File: config.mk
export PLATFORM = sky130hd
export DESIGN_NAME = fp_mul_ctrl
export DESIGN_NICKNAME = d
export VERILOG_FILES = /design/src/rtl/fp_mul_ctrl.sv
export SDC_FILE = /design/constraint.sdc
export NUM_CORES = 1
export LEC_CHECK = 0
export BUFFER_PORTS_ARGS = -buffer_cell sky130_fd_sc_hd__buf_2
export CAP_MARGIN = 20
export CORE_ASPECT_RATIO = 1.2
export CORE_MARGIN = 3
export CORE_UTILIZATION = 55
export CTS_BUF_LIST = sky130_fd_sc_hd__clkbuf_8
export DETAILED_ROUTE_END_ITERATION = 10
export PLACE_DENSITY = 0.78
export SYNTH_ARGS = -nofsm -noshare
export SYNTH_HDL_FRONTEND = slang
export SYNTH_SLANG_ARGS = --single-unit
File: constraint.sdc
create_clock -name clk -period 2.8 [get_ports clk]
set_input_delay 0.84 -clock clk [delete_from_list [all_inputs] [get_ports clk]]
set_output_delay 0.84 -clock clk [all_outputs]
set_load 0.1 [all_outputs]
File: src/rtl/fp_mul_ctrl.sv
// fp_mul_ctrl: FP multiplier sequencer (load/step/normalize handshake, sign and exponent with saturation).
// Define FP_MUL_ZERO_BYPASS_EN to short-circuit operands with a zero exponent straight to DONE.
module fp_mul_ctrl #(
    parameter int MANT_W = 24,
    parameter int EXP_W  = 8,
    parameter int BIAS   = 127
) (
    input  logic             clk,
    input  logic             init,
    input  logic             start,
    input  logic             a_sign,
    input  logic             b_sign,
    input  logic [EXP_W-1:0] a_exp,
    input  logic [EXP_W-1:0] b_exp,
    input  logic             msb,
    output logic             mul_load,
    output logic             mul_step,
    output logic             done_mul,
    output logic             out_en,
    output logic             bit47,
    output logic             busy,
    output logic             done,
    output logic             sign_out,
    output logic [EXP_W-1:0] exp_out,
    output logic             ovf,
    output logic             unf
);
    localparam int CW = $clog2(MANT_W + 1);
    localparam logic [EXP_W+1:0] EMAX = (EXP_W+2)'((1 << EXP_W) - 1);

    typedef enum logic [2:0] {IDLE, LOAD, MULT, NORM, DONE} state_t;

    state_t           state_q, state_d;
    logic [CW-1:0]    cnt_q, cnt_d;
    logic [EXP_W-1:0] a_exp_q, a_exp_d, b_exp_q, b_exp_d;
    logic             a_sign_q, a_sign_d, b_sign_q, b_sign_d;
    logic             sign_r_q, sign_r_d;
    logic [EXP_W+1:0] exp_sum_q, exp_sum_d, exp_adj;
    logic             sign_out_q, sign_out_d, ovf_q, ovf_d, unf_q, unf_d;
    logic [EXP_W-1:0] exp_out_q, exp_out_d;
    logic             zero_in, take, ovf_c, unf_c;

`ifdef FP_MUL_ZERO_BYPASS_EN
    assign zero_in = (a_exp == '0) || (b_exp == '0);
`else
    assign zero_in = 1'b0;
`endif

    assign take = (state_q == IDLE) && start;

    always_ff @(posedge clk or posedge init) begin
        if (init) state_q <= IDLE;
        else      state_q <= state_d;
    end

    always_comb begin
        state_d = state_q;
        case (state_q)
            IDLE:    state_d = start ? (zero_in ? DONE : LOAD) : IDLE;
            LOAD:    state_d = MULT;
            MULT:    state_d = (cnt_q == CW'(MANT_W - 1)) ? NORM : MULT;
            NORM:    state_d = DONE;
            DONE:    state_d = IDLE;
            default: state_d = IDLE;
        endcase
    end

    always_comb begin
        mul_load = (state_q == LOAD);
        mul_step = (state_q == MULT);
        done_mul = (state_q == NORM);
        out_en   = (state_q == NORM);
        bit47    = (state_q == NORM) && msb;
        busy     = (state_q != IDLE);
        done     = (state_q == DONE);
    end

    // exp_adj is a 2-bit-wider two's complement value so the sign bit flags underflow
    assign exp_adj = exp_sum_q + {{(EXP_W+1){1'b0}}, msb};
    assign ovf_c   = !exp_adj[EXP_W+1] && (exp_adj >= EMAX);
    assign unf_c   = exp_adj[EXP_W+1] || (exp_adj == '0);

    always_comb begin
        cnt_d      = (state_q == MULT && state_d == MULT) ? cnt_q + 1'b1 : '0;
        a_exp_d    = take ? a_exp : a_exp_q;
        b_exp_d    = take ? b_exp : b_exp_q;
        a_sign_d   = take ? a_sign : a_sign_q;
        b_sign_d   = take ? b_sign : b_sign_q;
        sign_r_d   = (state_q == LOAD) ? a_sign_q ^ b_sign_q : sign_r_q;
        exp_sum_d  = (state_q == LOAD) ? {2'b00, a_exp_q} + {2'b00, b_exp_q} - (EXP_W+2)'(BIAS) : exp_sum_q;
        sign_out_d = sign_out_q;
        exp_out_d  = exp_out_q;
        ovf_d      = ovf_q;
        unf_d      = unf_q;
        if (state_q == NORM) begin
            sign_out_d = sign_r_q;
            exp_out_d  = ovf_c ? '1 : (unf_c ? '0 : exp_adj[EXP_W-1:0]);
            ovf_d      = ovf_c;
            unf_d      = !ovf_c && unf_c;
        end else if (take && zero_in) begin
            sign_out_d = a_sign ^ b_sign;
            exp_out_d  = '0;
            ovf_d      = 1'b0;
            unf_d      = 1'b0;
        end
    end

    always_ff @(posedge clk or posedge init) begin
        if (init) begin
            cnt_q      <= '0;
            a_exp_q    <= '0;
            b_exp_q    <= '0;
            a_sign_q   <= 1'b0;
            b_sign_q   <= 1'b0;
            sign_r_q   <= 1'b0;
            exp_sum_q  <= '0;
            sign_out_q <= 1'b0;
            exp_out_q  <= '0;
            ovf_q      <= 1'b0;
            unf_q      <= 1'b0;
        end else begin
            cnt_q      <= cnt_d;
            a_exp_q    <= a_exp_d;
            b_exp_q    <= b_exp_d;
            a_sign_q   <= a_sign_d;
            b_sign_q   <= b_sign_d;
            sign_r_q   <= sign_r_d;
            exp_sum_q  <= exp_sum_d;
            sign_out_q <= sign_out_d;
            exp_out_q  <= exp_out_d;
            ovf_q      <= ovf_d;
            unf_q      <= unf_d;
        end
    end

    assign sign_out = sign_out_q;
    assign exp_out  = exp_out_q;
    assign ovf      = ovf_q;
    assign unf      = unf_q;
endmodule

Word level (Yosys, flattened, before mapping)
Cells that the tools add are included.
Widths: inputs -> output; s select.
{ "totals": {"register_bits": 48, "latch_bits": 0, "ramBits": 0, "mem_bits_ro": 0, "mem_count": 0} }
{ "op_classes": {"add_sub_neg": 4, "multipliers": 0, "n_div": 0, "order_cmp": 1, "n_eq_ne": 6, "shifts": 0, "muxes": 6, "bitwise_logic": 1, "n_reduce_logical": 11} }
{ "ops": {"columns": ["cell", "count"], "rows": [
  ["$mux 8", 2],
  ["$pmux 3 s4", 1],
  ["$add 10x1->10", 1],
  ["$ge 10x8->1 const B", 1],
  ["$logic_not 10->1", 1],
  ["$sub 9x7->10 const B", 1],
  ["$add 8x8->9", 1],
  ["$eq 3x2->1 const B", 3],
  ["$add 5x1->5 const B", 1],
  ["$eq 5x5->1 const B", 1],
  ["$logic_and 1x1->1", 5],
  ["$mux 5", 1],
  ["$eq 3x1->1 const B", 1],
  ["$eq 3x3->1 const B", 1],
  ["$logic_not 3->1", 1],
  ["$reduce_bool 3->1", 1],
  ["$logic_not 1->1", 2],
  ["$mux 1", 2],
  ["$logic_or 1x1->1", 1],
  ["$xor 1x1->1", 1]
]} }

Logic depth before layout (Yosys ltp)
Gate-level depths: netlist of run 1.
{ "logic_depth": {"word_depth": 6, "ltp_mapped": 10, "ltp_nobuf": 10} }

Worst setup path before layout of run 1
No wires, ideal clock.
{ "synth_timing": {"kind": "reg2out", "start": "reg state_q[1]", "end": "out done", "t_arrival_ps": 2622, "setup_slack_ps": -662, "stages_incl_launch_ff": 2, "n_path_buf": 0, "path_cell_list": "dfrtp_1 nor3b_1"} }
{ "synth_between": {"elab_chain_len": 1} }
{ "synth_rtl": {"columns": ["element", "line", "text"], "rows": [
  ["start, declared", "33", "state_t state_q, state_d;"],
  ["start signal, assigned", "53", "else state_q <= state_d;"],
  ["$eq 3x3->1", "75", "done = (state_q == DONE);"],
  ["end, declared", "22", "output logic done,"]
]} }
No other way between the ends.

Worst setup path after layout of run 1
{ "layout_timing": {"start": "reg state_q[0]", "end": "out mul_step"} }
{ "layout_between": {"elab_chain_len": 1} }
{ "layout_rtl": {"columns": ["element", "line", "text"], "rows": [
  ["$eq 3x2->1", "70", "mul_step = (state_q == MULT);"],
  ["end, declared", "17", "output logic mul_step,"]
]} }
No other way between the ends.

==> impl_metrics.py, run 1 <==
metrics = {
    "yosys": {
        "synth_top_family_by_area": "simple AND/OR/NAND/NOR gates",
        "syn_area_per_cell_um2": 10.6,
        "yosysWarnings": 0,
        "yosys.cell_types.count": 50,
        "synth-simple-area-share": 0.160,
        "netlist_instances": 247,
        "synth-compound-area-share": 0.129,
        "synth_seq_cells": 48,
        "synth-edff-count": 0,
        "ys_dominant_reg_cell": "dfrtp_1",
        "synth_xor_area_frac": 0.0509,
        "synthAdderAreaFrac": 0.0941,
        "yosysSeqAreaShare": 0.461,
        "synth_nets": 288,
        "ys_async_sr_fraction": 1.00,
        "netlist_area_um2": 2610,
        "muxShareOfSynthArea": 0.0643,
    },
    "critical_path": {
        "rrSetupSlack_ns": 0.43,
        "worst-setup-path-type": "reg -> out",
        "arrival_ns": 1.82,
        "cp-end-kind": "output pin",
        "crit_fanout": 5,
        "rr_worst_depth": 8,
        "reg2reg_from": "a_exp_q[1]",
        "cp.required_ns": 1.96,
        "start_kind": "flop",
        "r2r_end": "exp_sum_q[7]",
    },
    "drt": {
        "num_vias": 1854,
        "wl_per_cell_um": 13.2,
        "drc": 0,
        "via_per_inst": 5.36,
        "dr.pass1.iters": 4,
        "drt_wl_total_um": 4570,
        "drt_iter0_drc": 92,
        "ant_nets": 0,
    },
    "timing": {
        "slew_headroom": 0.524,
        "final.setup.worst_slack_ns": 0.137,
        "grt_setup_unrepaired": "false",
        "fmax_ghz": 0.375,
        "fin_crit_ns": 2.66,
        "tightest_slew_ns": 0.713,
        "fin_crit_sh": 0.951,
        "finalSetupTns_ns": 0,
        "hold_viol_final": 0,
        "skew_ns": 0.00532,
        "setup_viol": 0,
        "slew_viol_final": 0,
    },
    "cells_and_area": {
        "multiInputGateArea_um2": 1300,
        "nets": 330,
        "drive_gt1_frac": 0.293,
        "fill_cells": 366,
        "num_antenna_cells": 0,
        "area_growth_pct": 15.9,
        "final_cells": 346,
        "regArea_um2": 1200,
    },
    "outcome": {
        "status": "completed",
    },
    "global_route": {
        "antenna_found_initial": 0,
        "grt_max_degree": 49,
        "grt_first_pass_wirelength_um": 8250,
        "overflow": 0,
        "globalRouteTotalUtil": 0.193,
        "grt_pass1_vias": 1896,
    },
    "floorplanning": {
        "fp.dieH_um": 81.4,
        "row_count": 26,
        "ios": 40,
        "die_x_um": 68.8,
        "placeableCoreArea_um2": 4420,
        "dieArea_um2": 5600,
        "start_util": 0.589,
    },
    "placement": {
        "dpl.hpwl_um": 3510,
        "gp_congestion": 0.842,
        "place_ws_ns": 0.281,
        "portBuffers": 39,
        "dp_cells": 338,
    },
    "clocking": {
        "post_cts_buffers": 0,
        "clkTransAtPathRegs_ns": 0.09,
        "cts_hold_buf": 0,
        "cts_resized": 0,
        "cts.path.max_buffers": 2,
        "cts_tree": "done",
        "clkLatencyLatePin_ns": 0.30,
        "numCtsBuffers": 5,
        "cts.sinks": 48,
        "clockRootBuffer": "clkbuf_8",
        "h-tree-depth": 2,
    },
    "hold_path": {
        "worstHoldPathType": "reg -> reg",
        "worstHoldStart": "cnt_q[0]",
        "min_to": "cnt_q[0]",
        "hold-path-cell-count": 1,
    },
    "flow_run": {
        "drv_cap": 0,
    },
}
worst max-delay path by stage:
stage                    start        to  slack [ns]  cells past startpoint
finish              state_q[0]  mul_step        0.14                      3
floorplan           state_q[2]     bit47        0.07                      3
global route        state_q[1]  mul_step        0.06                      3
global placement           msb       unf        0.37                      8
detailed placement         msb       ovf        0.28                      8
CTS                 state_q[0]  mul_step        0.13                      3
critical path, cell delays in order, from the launching register on:
cell     delay (ns)
dfrtp_1        0.43
or3b_2         0.55
inv_1          0.11
buf_2          0.43
synthesized netlist by cell type, types with 2 or more instances:
| cell | count | share of area |
|---|---|---|
| dfrtp_1 | 48 | 0.46 |
| nand2_1 | 32 | 0.046 |
| o21ai_0 | 20 | 0.038 |
| ha_1 | 18 | 0.086 |
| nor2_1 | 17 | 0.024 |
| inv_1 | 16 | 0.023 |
| mux2_2 | 14 | 0.060 |
| xnor2_1 | 9 | 0.030 |
| a211oi_1 | 8 | 0.023 |
| a21oi_1 | 5 | 0.0096 |
| a21o_1 | 3 | 0.0086 |
| buf_4 | 3 | 0.0086 |
| clkbuf_1 | 3 | 0.0043 |
| nand3_1 | 3 | 0.0058 |
| or2_2 | 3 | 0.0072 |
| xor2_1 | 3 | 0.010 |
| and2_1 | 2 | 0.0048 |
| buf_2 | 2 | 0.0038 |
| nand2b_1 | 2 | 0.0048 |
| nand4b_1 | 2 | 0.0067 |
| o21bai_1 | 2 | 0.0058 |
| o31ai_1 | 2 | 0.0058 |
| or3_1 | 2 | 0.0048 |
| or3b_2 | 2 | 0.0067 |
flip-flops by register name, indices dropped and copies added (netlist names):
| signal | count |
|---|---|
| b_sign_q | 1 |
| cnt_q | 5 |
| sign_out | 1 |
| b_exp_q | 8 |
| sign_r_q | 1 |
| exp_sum_q | 10 |
| state_q | 3 |
| unf | 1 |
| a_exp_q | 8 |
| ovf | 1 |
| a_sign_q | 1 |
| exp_out | 8 |
metrics by stage:
step / util / cell area (µm²) / hold WS, ns
finish: 0.683 / 3020 / 0.461
global route: 0.683 / 3020 / 0.491
CTS: 0.683 / 3020 / 0.462
detailed placement: 0.654 / 2890 / 0.450
global placement: 0.654 / 2890 / 0.447
floorplan: - / 2610 / 0.430
routing by layer:
| layer | vias up | wire length [µm] | track usage |
|---|---|---|---|
| li1 | 940 | - | - |
| met1 | 869 | 1940 | 0.231 |
| met2 | 37 | 2370 | 0.338 |
| met3 | 8 | 196 | 0.0429 |
| met4 | 0 | 70 | 0.0604 |
| met5 | - | 0 | 0 |
kinds of logic (layout without fill, tap and decap cells):
family / count (synthesis) / count (layout)
AO/OA/AOI/OAI: 48 / 48
XOR/XNOR: 13 / 13
adder cells (fa/ha/maj): 19 / 19
buffers and inverters: 25 / 68
flip-flops: 48 / 48
multiplexers: 15 / 15
AND/OR/NAND/NOR: 79 / 79
cell type report:
class | instances | area share
timing repair buffer | 43 | 0.0845
multi-input combinational | 174 | 0.431
tap | 56 | 0.0232
clock buffer | 7 | 0.0319
clock inverter | 1 | 0.00994
sequential | 48 | 0.398
inverter | 17 | 0.0215
placed cells by master (no fill, tap or decap), types with 3 or more instances in the layout:
master / count
clkbuf_8: 7
dfrtp_1: 48
inv_1: 15
nor2_1: 17
a21oi_1: 5
a21o_1: 3
a211oi_1: 8
or2_2: 3
nand3_1: 3
o21ai_0: 20
mux2_2: 14
nand2_1: 32
buf_2: 37
xnor2_1: 9
ha_1: 18
buf_4: 4
xor2_1: 3
Power of run 1 is left out: the tool's default activity adds up to more than one toggle a clock period on the data nets, which glitch-free logic cannot reach.
==> run 2, diff against run 1 <==
Settings changed: CORE_ASPECT_RATIO 1.2 to 1.1, SLEW_MARGIN set to 20.
==> run 2 against run 1 <==
Cell count is 0.58% lower. Clock skew rose by 0.00070 ns. Global-route usage is 1.2 points lower. Sequential share of layout area rose by 0.48 points. Count of clock-buffer cells in the layout fell by 2. Wire length decreased by 1.4%. Non-clock buffer count did not move. Critical path type unchanged. Largest cell class unchanged.
==> impl_metrics.py, run 2 (synthesized netlist as in run 1, its figures left out) <==
metrics = {
    "hold_path": {
        "worstHoldStart": "sign_out",
        "min_to": "sign_out",
        "hold-path-cell-count": 2,
        "worstHoldPathType": "reg -> reg",
    },
    "timing": {
        "setup_viol": 0,
        "fin_crit_sh": 0.949,
        "holdWs_ns": 0.475,
        "fmax_ghz": 0.376,
        "slew_viol_final": 0,
        "skew_ns": 0.00602,
        "finalSetupTns_ns": 0,
        "grt_setup_unrepaired": "false",
        "fin_crit_ns": 2.66,
        "hold_viol_final": 0,
        "slew_headroom": 0.491,
        "tightest_slew_ns": 0.763,
    },
    "drt": {
        "ant_nets": 0,
        "drc": 0,
        "via_per_inst": 5.39,
        "num_vias": 1853,
        "drt_wl_total_um": 4510,
        "dr.pass1.iters": 4,
        "drt_iter0_drc": 108,
        "wl_per_cell_um": 13.1,
    },
    "clocking": {
        "clkTransAtPathRegs_ns": 0.09,
        "cts.path.max_buffers": 2,
        "h-tree-depth": 2,
        "cts.sinks": 48,
        "post_cts_buffers": 0,
        "cts_resized": 0,
        "numCtsBuffers": 5,
        "cts_tree": "done",
        "clockRootBuffer": "clkbuf_8",
        "cts_hold_buf": 0,
        "clkLatencyLatePin_ns": 0.30,
    },
    "placement": {
        "place_area_um2": 2880,
        "gp_congestion": 0.819,
        "portBuffers": 39,
        "dpl.hpwl_um": 3360,
    },
    "floorplanning": {
        "placeableCoreArea_um2": 4440,
        "fp.dieH_um": 78.2,
        "dieArea_um2": 5600,
        "ios": 40,
        "row_count": 25,
        "die_x_um": 71.6,
        "start_util": 0.587,
    },
    "cells_and_area": {
        "nets": 330,
        "drive_gt1_frac": 0.290,
        "area_growth_pct": 14.5,
        "final_common_cell": "dfrtp_1",
        "largest_register": "exp_sum_q",
        "fill_cells": 357,
        "largest_register_ffs": 10,
        "regArea_um2": 1200,
        "layout_common_cells": "dfrtp_1 (48), buf_2 (38), nand2_1 (32)",
        "num_antenna_cells": 0,
        "fin_util": 0.672,
        "multiInputGateArea_um2": 1300,
        "postLayoutCellArea_um2": 2980,
    },
    "critical_path": {
        "crit_fanout": 5,
        "cp.required_ns": 1.96,
        "start_kind": "flop",
        "rr_worst_depth": 8,
        "reg2reg_from": "a_exp_q[1]",
        "worstSetupStartpoint": "state_q[0]",
        "rrSetupSlack_ns": 0.37,
        "arrival_ns": 1.82,
        "r2r_end": "exp_sum_q[7]",
        "cp-end-kind": "output pin",
        "worst-setup-path-type": "reg -> out",
    },
    "outcome": {
        "status": "completed",
    },
    "global_route": {
        "antenna_found_initial": 0,
        "overflow": 0,
        "grt_pass1_vias": 1787,
        "grt_max_degree": 49,
        "globalRouteTotalUtil": 0.180,
        "grt_first_pass_wirelength_um": 8090,
    },
    "flow_run": {
        "drv_cap": 0,
    },
}
==> run 2: cell count changes in the layout (fill, tap and decap cells not counted), sizes merged <==
| cell | previous run | this run |
|---|---|---|
| inv | 16 | 17 |
| clkbuf | 7 | 5 |
| clkinv | 1 | 2 |
==> run 2: worst max path at each step <==
stage | endpoint | slack [ns]
CTS | mul_step | 0.14
global route | mul_step | 0.08
detailed placement | unf | 0.29
global placement | unf | 0.37
floorplan | bit47 | 0.07
finish | mul_step | 0.14
==> run 2: area by class of cell <==
class	instances	area share
multi-input cells	174	0.436
inverters	17	0.0218
flip-flops and latches	48	0.403
well taps	54	0.0226
clock inverters	3	0.0130
repair buffers	43	0.0805
clock buffers	5	0.0231
==> run 2: per-stage QoR <==
stage | std cells | setup slack (ns)
floorplan | 247 | 0.0726
global placement | 336 | 0.366
detailed placement | 336 | 0.294
CTS | 344 | 0.135
global route | 344 | 0.0756
finish | 344 | 0.143
==> run 2: critical path, stage by stage (launching register included) <==
cell	delay (ns)
dfrtp_1	0.43
or3b_2	0.54
inv_1	0.11
buf_2	0.43
==> run 2: per-layer routing <==
layer  vias up  wire length (µm)  track usage
met2        33              2250        0.301
met5         -                 0            0
li1        938                 -            -
met1       877              2030        0.236
met3         5               161       0.0346
met4         0                65       0.0564
Power of run 2 is left out for the same reason.
==> run 3, diff against run 2 <==
Settings changed: PLACE_DENSITY 0.78 to 0.86, REMOVE_ABC_BUFFERS set to 1, SKIP_LAST_GASP set to 1.
==> run 3 against run 2 <==
Sequential cell count did not move. Core utilization up 0.056 points. Final area hardly changed. Critical path type unchanged. Largest cell class unchanged.
==> impl_metrics.py, run 3 (synthesized netlist as in run 1, its figures left out) <==
metrics = {
    "outcome": {
        "status": "completed",
    },
    "critical_path": {
        "max_stage_delay_ns": 0.54,
        "crit_slowest_cell": "or3b_2",
        "reg2reg_from": "a_exp_q[1]",
        "crit_fanout": 5,
        "cp-end-kind": "output pin",
        "worst-setup-path-type": "reg -> out",
        "rrSetupSlack_ns": 0.46,
        "r2r_end": "exp_sum_q[7]",
        "crit_chain": "or3b_2 > inv_1 > buf_2",
        "critPathTopFamily": "simple AND/OR/NAND/NOR gates",
        "crit_buf_inv": 2,
        "arrival_ns": 1.80,
        "start_kind": "flop",
        "cp.required_ns": 1.96,
        "rr_worst_depth": 8,
    },
    "placement": {
        "place_ws_ns": 0.283,
        "dp_cells": 337,
        "place_area_um2": 2890,
        "gp_congestion": 0.899,
        "portBuffers": 39,
        "dpl.hpwl_um": 3510,
    },
    "clocking": {
        "cts.path.max_buffers": 2,
        "clkLatencyLatePin_ns": 0.30,
        "clkTransAtPathRegs_ns": 0.09,
        "h-tree-depth": 2,
        "numCtsBuffers": 5,
        "cts_hold_buf": 0,
        "cts_tree": "done",
        "cts.sinks": 48,
        "clockRootBuffer": "clkbuf_8",
        "cts_resized": 0,
        "post_cts_buffers": 0,
    },
    "cells_and_area": {
        "postLayoutCellArea_um2": 2990,
        "drive_gt1_frac": 0.285,
        "layout_common_cells": "dfrtp_1 (48), buf_2 (37), nand2_1 (32)",
        "regArea_um2": 1200,
        "fill_cells": 350,
        "nets": 331,
        "largest_register_ffs": 10,
        "final_cells": 345,
        "multiInputGateArea_um2": 1300,
        "area_growth_pct": 14.6,
        "largest_register": "exp_sum_q",
        "num_antenna_cells": 0,
        "final_common_cell": "dfrtp_1",
    },
    "global_route": {
        "overflow": 0,
        "grt_pass1_vias": 1817,
        "antenna_found_initial": 0,
        "grt_max_degree": 23,
        "globalRouteTotalUtil": 0.178,
        "grt_first_pass_wirelength_um": 7920,
    },
    "drt": {
        "ant_nets": 0,
        "via_per_inst": 5.40,
        "wl_per_cell_um": 13.0,
        "dr.pass1.iters": 4,
        "drc": 0,
        "drt_iter0_drc": 58,
        "num_vias": 1864,
        "drt_wl_total_um": 4500,
    },
    "floorplanning": {
        "die_x_um": 71.6,
        "placeableCoreArea_um2": 4440,
        "ios": 40,
        "start_util": 0.587,
        "row_count": 25,
        "dieArea_um2": 5600,
        "fp.dieH_um": 78.2,
    },
    "timing": {
        "slew_viol_final": 0,
        "hold_viol_final": 0,
        "setup_viol": 0,
        "grt_setup_unrepaired": "false",
        "skew_ns": 0.00915,
        "tightest_slew_ns": 0.488,
        "fin_crit_sh": 0.942,
        "slew_headroom": 0.677,
        "final.setup.worst_slack_ns": 0.161,
        "fmax_ghz": 0.379,
        "fin_crit_ns": 2.64,
    },
    "hold_path": {
        "min_to": "cnt_q[0]",
        "worstHoldStart": "cnt_q[0]",
        "hold-path-cell-count": 1,
        "worstHoldPathType": "reg -> reg",
    },
    "flow_run": {
        "drv_cap": 0,
    },
}
[run 3: cell count changes in the layout (fill, tap and decap cells not counted), sizes merged]
cell / before / now
clkinv: 2 / 1
buf: 43 / 44
clkbuf: 5 / 6
bufinv: 1 / 0
clkinvlp: 0 / 1
[run 3: stage by stage]
step	TNS (ns)	util	hold slack, ns
after floorplan	-1.90	-	0.430
after global placement	0	0.651	0.442
after detailed placement	0	0.651	0.449
after CTS	0	0.672	0.461
after global routing	0	0.672	0.487
final	0	0.672	0.460
[run 3: per-layer routing]
layer  up-vias  track usage  routed length [µm]
met5         -            0                   0
met4         0       0.0583                  63
met3         7       0.0423                 186
met2        36        0.298                2200
met1       879        0.224                2050
li1        942            -                   -
[run 3: worst max-delay path by stage]
stage / to / from / cells past startpoint / slack (ns)
after floorplan: bit47 / state_q[1] / 3 / -1.10
after global placement: ovf / msb / 8 / 0.37
after detailed placement: exp_out[3] / msb / 8 / 0.28
after CTS: mul_step / state_q[0] / 3 / 0.15
after global routing: mul_step / state_q[0] / 3 / 0.09
final: mul_step / state_q[0] / 3 / 0.16
[run 3: final cells by class]
class                           count  share of cell area
Clock inverter                      2             0.00377
Tap cell                           54              0.0226
Timing Repair Buffer               44              0.0880
Sequential cell                    48               0.402
Multi-Input combinational cell    174               0.434
Clock buffer                        6              0.0276
Inverter                           17              0.0214
[run 3: worst register-to-register path: stages, from the launching register on]
cell      delay, ns
dfrtp_1        0.39
ha_1           0.31
ha_1           0.24
fa_1           0.40
a21o_1         0.19
a21oi_1        0.25
o21bai_1       0.10
a211oi_1       0.25
o31ai_1        0.09
Power of run 3 is left out for the same reason.
